<file path="config.mk">
export PLATFORM = sky130hd
export DESIGN_NAME = mem_port_arbiter
export DESIGN_NICKNAME = d
export VERILOG_FILES = /design/src/rtl/mem_port_arbiter.sv
export SDC_FILE = /design/constraint.sdc
export NUM_CORES = 1
export LEC_CHECK = 0
export ABC_AREA = 1
export ABC_CLOCK_PERIOD_IN_PS = 2200
export CAP_MARGIN = 30
export CORE_UTILIZATION = 40
export CTS_BUF_LIST = sky130_fd_sc_hd__clkbuf_4
export CTS_CLUSTER_DIAMETER = 30
export DETAILED_ROUTE_END_ITERATION = 8
export PLACE_DENSITY = 0.82
export RECOVER_POWER = 50
export SLEW_MARGIN = 15
export SYNTH_ARGS = -nofsm -noshare
export SYNTH_HDL_FRONTEND = slang
export SYNTH_SLANG_ARGS = --single-unit
</file>
<file path="constraint.sdc">
create_clock -name clk -period 2.2 [get_ports clk]
set_clock_uncertainty 0.2 [all_clocks]
set_input_delay 0.44 -clock clk [delete_from_list [all_inputs] [get_ports clk]]
set_output_delay 0.44 -clock clk [all_outputs]
set_load 0.02 [all_outputs]
</file>
<file path="src/rtl/mem_port_arbiter.sv">
// mem_port_arbiter: shares the single-port memData memory between the
// write-stage load/store port (port 0, fixed priority) and the instruction
// fetch port (port 1, read-only). A starvation counter forces a fetch grant
// after STARVE_MAX consecutive denied fetch cycles.
//
// Ports:
//   clk, rst                  clock, synchronous active-high reset
//   m0Req/m0Write/m0Addr/m0Data  port 0 request, store flag, address, store data
//   m0Gnt                     port 0 granted this cycle (combinational)
//   m0Valid/m0RData           port 0 load response (pulse / held data)
//   m1Req/m1Addr              port 1 read request and address
//   m1Gnt                     port 1 granted this cycle (combinational)
//   m1Valid/m1RData           port 1 read response (pulse / held data)
//   memAddr/memWData/memWrite memory address, write data, write enable
//   memOut                    memory read data, valid one cycle after address
module mem_port_arbiter #(
    parameter int unsigned AW         = 32,
    parameter int unsigned DW         = 32,
    parameter int unsigned STARVE_MAX = 4
) (
    input  logic          clk,
    input  logic          rst,
    input  logic          m0Req,
    input  logic          m0Write,
    input  logic [AW-1:0] m0Addr,
    input  logic [DW-1:0] m0Data,
    output logic          m0Gnt,
    output logic          m0Valid,
    output logic [DW-1:0] m0RData,
    input  logic          m1Req,
    input  logic [AW-1:0] m1Addr,
    output logic          m1Gnt,
    output logic          m1Valid,
    output logic [DW-1:0] m1RData,
    output logic [AW-1:0] memAddr,
    output logic [DW-1:0] memWData,
    output logic          memWrite,
    input  logic [DW-1:0] memOut
);

    localparam int unsigned SW = 4;

    typedef enum logic [1:0] {
        TAG_NONE = 2'd0,
        TAG_P0   = 2'd1,
        TAG_P1   = 2'd2
    } tag_t;

    logic [SW-1:0] starve;
    tag_t          rsp_tag;
    logic [AW-1:0] addr_q;
    logic [DW-1:0] rdata0_q;
    logic [DW-1:0] rdata1_q;
    logic          starve_hit;

    // Grant decision: port 0 wins unless port 1 has waited STARVE_MAX cycles.
    always_comb begin
        starve_hit = (starve == SW'(STARVE_MAX));
        m1Gnt      = !rst && m1Req && (!m0Req || starve_hit);
        m0Gnt      = !rst && m0Req && !(m1Req && starve_hit);
    end

    // Memory mux; the address holds its last driven value when idle.
    always_comb begin
        memAddr  = addr_q;
        memWData = '0;
        memWrite = 1'b0;
        if (m0Gnt) begin
            memAddr  = m0Addr;
            memWData = m0Data;
            memWrite = m0Write;
        end else if (m1Gnt) begin
            memAddr = m1Addr;
        end
    end

    // Responses line up with memOut in the cycle after the grant; the held
    // registers keep the last delivered word between pulses.
    always_comb begin
        m0Valid = (rsp_tag == TAG_P0);
        m1Valid = (rsp_tag == TAG_P1);
        m0RData = m0Valid ? memOut : rdata0_q;
        m1RData = m1Valid ? memOut : rdata1_q;
    end

    // Starvation counter, response tag, held address and read data.
    always_ff @(posedge clk) begin
        if (rst) begin
            starve   <= '0;
            rsp_tag  <= TAG_NONE;
            addr_q   <= '0;
            rdata0_q <= '0;
            rdata1_q <= '0;
        end else begin
            if (m1Req && !m1Gnt) begin
                if (!starve_hit) begin
                    starve <= starve + SW'(1);
                end
            end else begin
                starve <= '0;
            end

            if (m0Gnt && !m0Write) begin
                rsp_tag <= TAG_P0;
            end else if (m1Gnt) begin
                rsp_tag <= TAG_P1;
            end else begin
                rsp_tag <= TAG_NONE;
            end

            addr_q <= memAddr;

            if (m0Valid) begin
                rdata0_q <= memOut;
            end
            if (m1Valid) begin
                rdata1_q <= memOut;
            end
        end
    end

endmodule

</file>
==> results.ini <==
[clock_tree]
numCtsBuffers=9
cts_tree=built
insertion_delay_ns=0.48
clk_pin_slew_ns=0.20
clock_path_buffers=2
cts_max_level=3
clock-sinks=102
cts_root_buffer=clkbuf_4

[placed_design]
placed_area_um2=8330
io_buffers=265
gp_congestion=0.800
hpwl_um=11400

[route]
via_count=7369
wl_per_cell_um=22.3
drcViolationCount=0
antenna_left=0
drt_wl_total_um=30200
drt_pass1_iterations=5
via_per_inst=5.44
drt_iter0_drc=607

[global_routing]
antenna_found_initial=3
gr-usage-all-layers=0.302
grt_max_degree=83
grt-ovfl-total=0
grt_pass1_wl_um=30200
grt_pass1_vias=6191

[worst_setup_path]
cp_data_required_time_ns=1.56
r2r-start=starve[1]
critical_path_class=reg2out
path_max_fanout=7
reg2reg_depth=19
reg2reg_to=addr_q[24]
arrival_ns=2.35
cp-end-kind=output port
ff2ff_setup_slack_ns=-0.68
cp-start-kind=flop

[pwr]
cellInternalPower_mw=3.53
clock_power_share=0.185
cellLeakagePower_nw=5.70
cellPowerDensity_nw_per_um2=488
p_seq_frac=0.364
pwr-share-comb=0.451
p_sw_mw=1.96
worst_ir_drop_vdd_uv=385
swShare=0.357

[logic_synthesis]
synthCells=723
synth-seq-cells=102
syn_area_um2=4920
yosysUniqueCellTypes=26
synth_top_area_share=0.415
synth.avg_cell_area_um2=6.80
synthTopCellsByArea=dfxtp_1 42%, inv_1 11%, nor2_1 10%, or2_2 8.4%, nand3_1 6.7%
synth_top_area_cell=dfxtp_1
ys_seq_area_frac=0.415
syn-num-nets=858
yosysWarningCount=0

[sta]
hold_viol_final=0
whs_ns=0.169
setup_viol=137
fmax_ghz=0.335
post-route-min-period_ns=2.99
setup_ws_ns=-0.787
period_share=1.36
finalSetupTns_ns=-66.16
slew_viol_final=0
rsz0062_at_grt=true
worst_slew_pin_slew_ns=0.945
slew_headroom=0.370

[finish]
final_nets=1334
final_common_cell=buf_4
design_area_um2=11300
fin_util=0.937
final_cell_mix=179 x buf_4, 143 x buf_6, 131 x clkdlybuf4s50_1
area_growth_pct=129
drive_gt1_frac=0.542

[worst_hold_path]
hp-start=rst
hold_class=in2reg
holdPathEnd=rdata0_q[6]
holdPathStages=3

[floorplanning]
initial_core_util=0.409
die_x_um=113
dieArea_um2=12700
placementRows=40
coreArea_um2=12000
io_pins=266
chipHeight_um=113

[run]
max_cap_viol_count=0

[status]
status=finished with violations
violations=negative setup slack

-- registers in the layout, summed over array words and instances (netlist names) --
name,cells
addr_q,32
rdata0_q,32
rdata1_q,32
starve,4
rsp_tag,2
-- area by class of cell --
| cell class | count | area, um^2 |
|---|---|---|
| timing repair buffer | 507 | 5180 |
| multi-input combinational | 439 | 3160 |
| sequential | 102 | 2050 |
| fill | 390 | 752 |
| inverter | 140 | 546 |
| tap | 147 | 184 |
| clock buffer | 9 | 67.6 |
| clock inverter | 7 | 67.6 |
| antenna | 3 | 7.51 |
-- Yosys cell counts --
cell	n
a21oi_1	1
nand2_1	65
or2_0	1
nand4_1	2
dfxtp_1	102
nor2_1	134
inv_1	140
buf_6	6
buf_1	1
nor2_4	1
buf_4	2
xor2_1	1
o21ai_0	52
nand3_2	1
o21ai_1	12
clkbuf_1	19
xnor2_1	1
ha_1	2
or2_2	66
nor2_2	1
clkbuf_2	2
or2_1	29
nand2_2	2
buf_2	12
nand2_4	2
nand3_1	66
-- layer usage --
layer  global-route usage  up-vias  share of wire
li1                     -     3119              -
met2                0.583      589           0.50
met3               0.0536      233          0.080
met1                0.311     3428           0.32
met5                    0        -              0
met4                0.154        0          0.099
-- power by group through the flow --
stage	Sequential, mW	Combinational (mW)	Clock [mW]
3_5_place_dp	2.01	1.56	0
5_1_grt	2.00	2.56	1.08
2_1_floorplan	2.01	0.686	0
4_1_cts	1.98	1.80	0.994
6_report	2.00	2.48	1.01
3_3_place_gp	2.01	1.54	0
-- worst max-delay path by stage --
stage	start	endpoint	slack, ns	cells after the start
detailed placement	m0Req	memAddr[0]	-0.75	9
global placement	m1Req	memAddr[1]	-0.73	8
floorplan	rst	memWData[22]	0.13	6
CTS	starve[0]	memAddr[1]	-0.61	11
global route	starve[1]	memAddr[29]	-0.82	12
finish	starve[1]	memAddr[29]	-0.79	12
-- per-stage QoR --
stage / setup WS (ns) / instances / power [mW]
2_1_floorplan: 0.126 / 723 / 2.69
3_3_place_gp: -0.734 / 1189 / 3.55
3_5_place_dp: -0.751 / 1189 / 3.57
4_1_cts: -0.609 / 1272 / 4.77
5_1_grt: -0.818 / 1354 / 5.65
6_report: -0.787 / 1354 / 5.49
-- timing repair --
| item | CTS | global route |
|---|---|---|
| resized for setup | 670 | 524 |
| cloned | 7 | 16 |
| setup endpoints to repair | 133 | 138 |
| pin swaps | 12 | 44 |
| hold buffers | 0 | 0 |
| buffers inserted | 60 | 78 |
-- cells by family after synthesis --
kind of cell	after synthesis	synth area share
and+or+nand+nor	370	0.357
xor gates and xnor gates	2	0.00356
buffers and inverters	182	0.153
DFF	102	0.415
AOI/OAI and AO/OA	65	0.0662
adders and majority gates	2	0.00509
-- worst max-delay path, cell delays in order, from the launching register on --
cell	delay [ns]
dfxtp_2	0.37
inv_2	0.06
ha_4	0.14
buf_6	0.10
nand3_4	0.10
nand2_8	0.12
nand2_8	0.10
buf_6	0.16
nand2_1	0.14
nand3_1	0.16
nand2_1	0.17
inv_1	0.11
buf_6	0.15
Note: power is estimated with default switching activity, not from simulation.
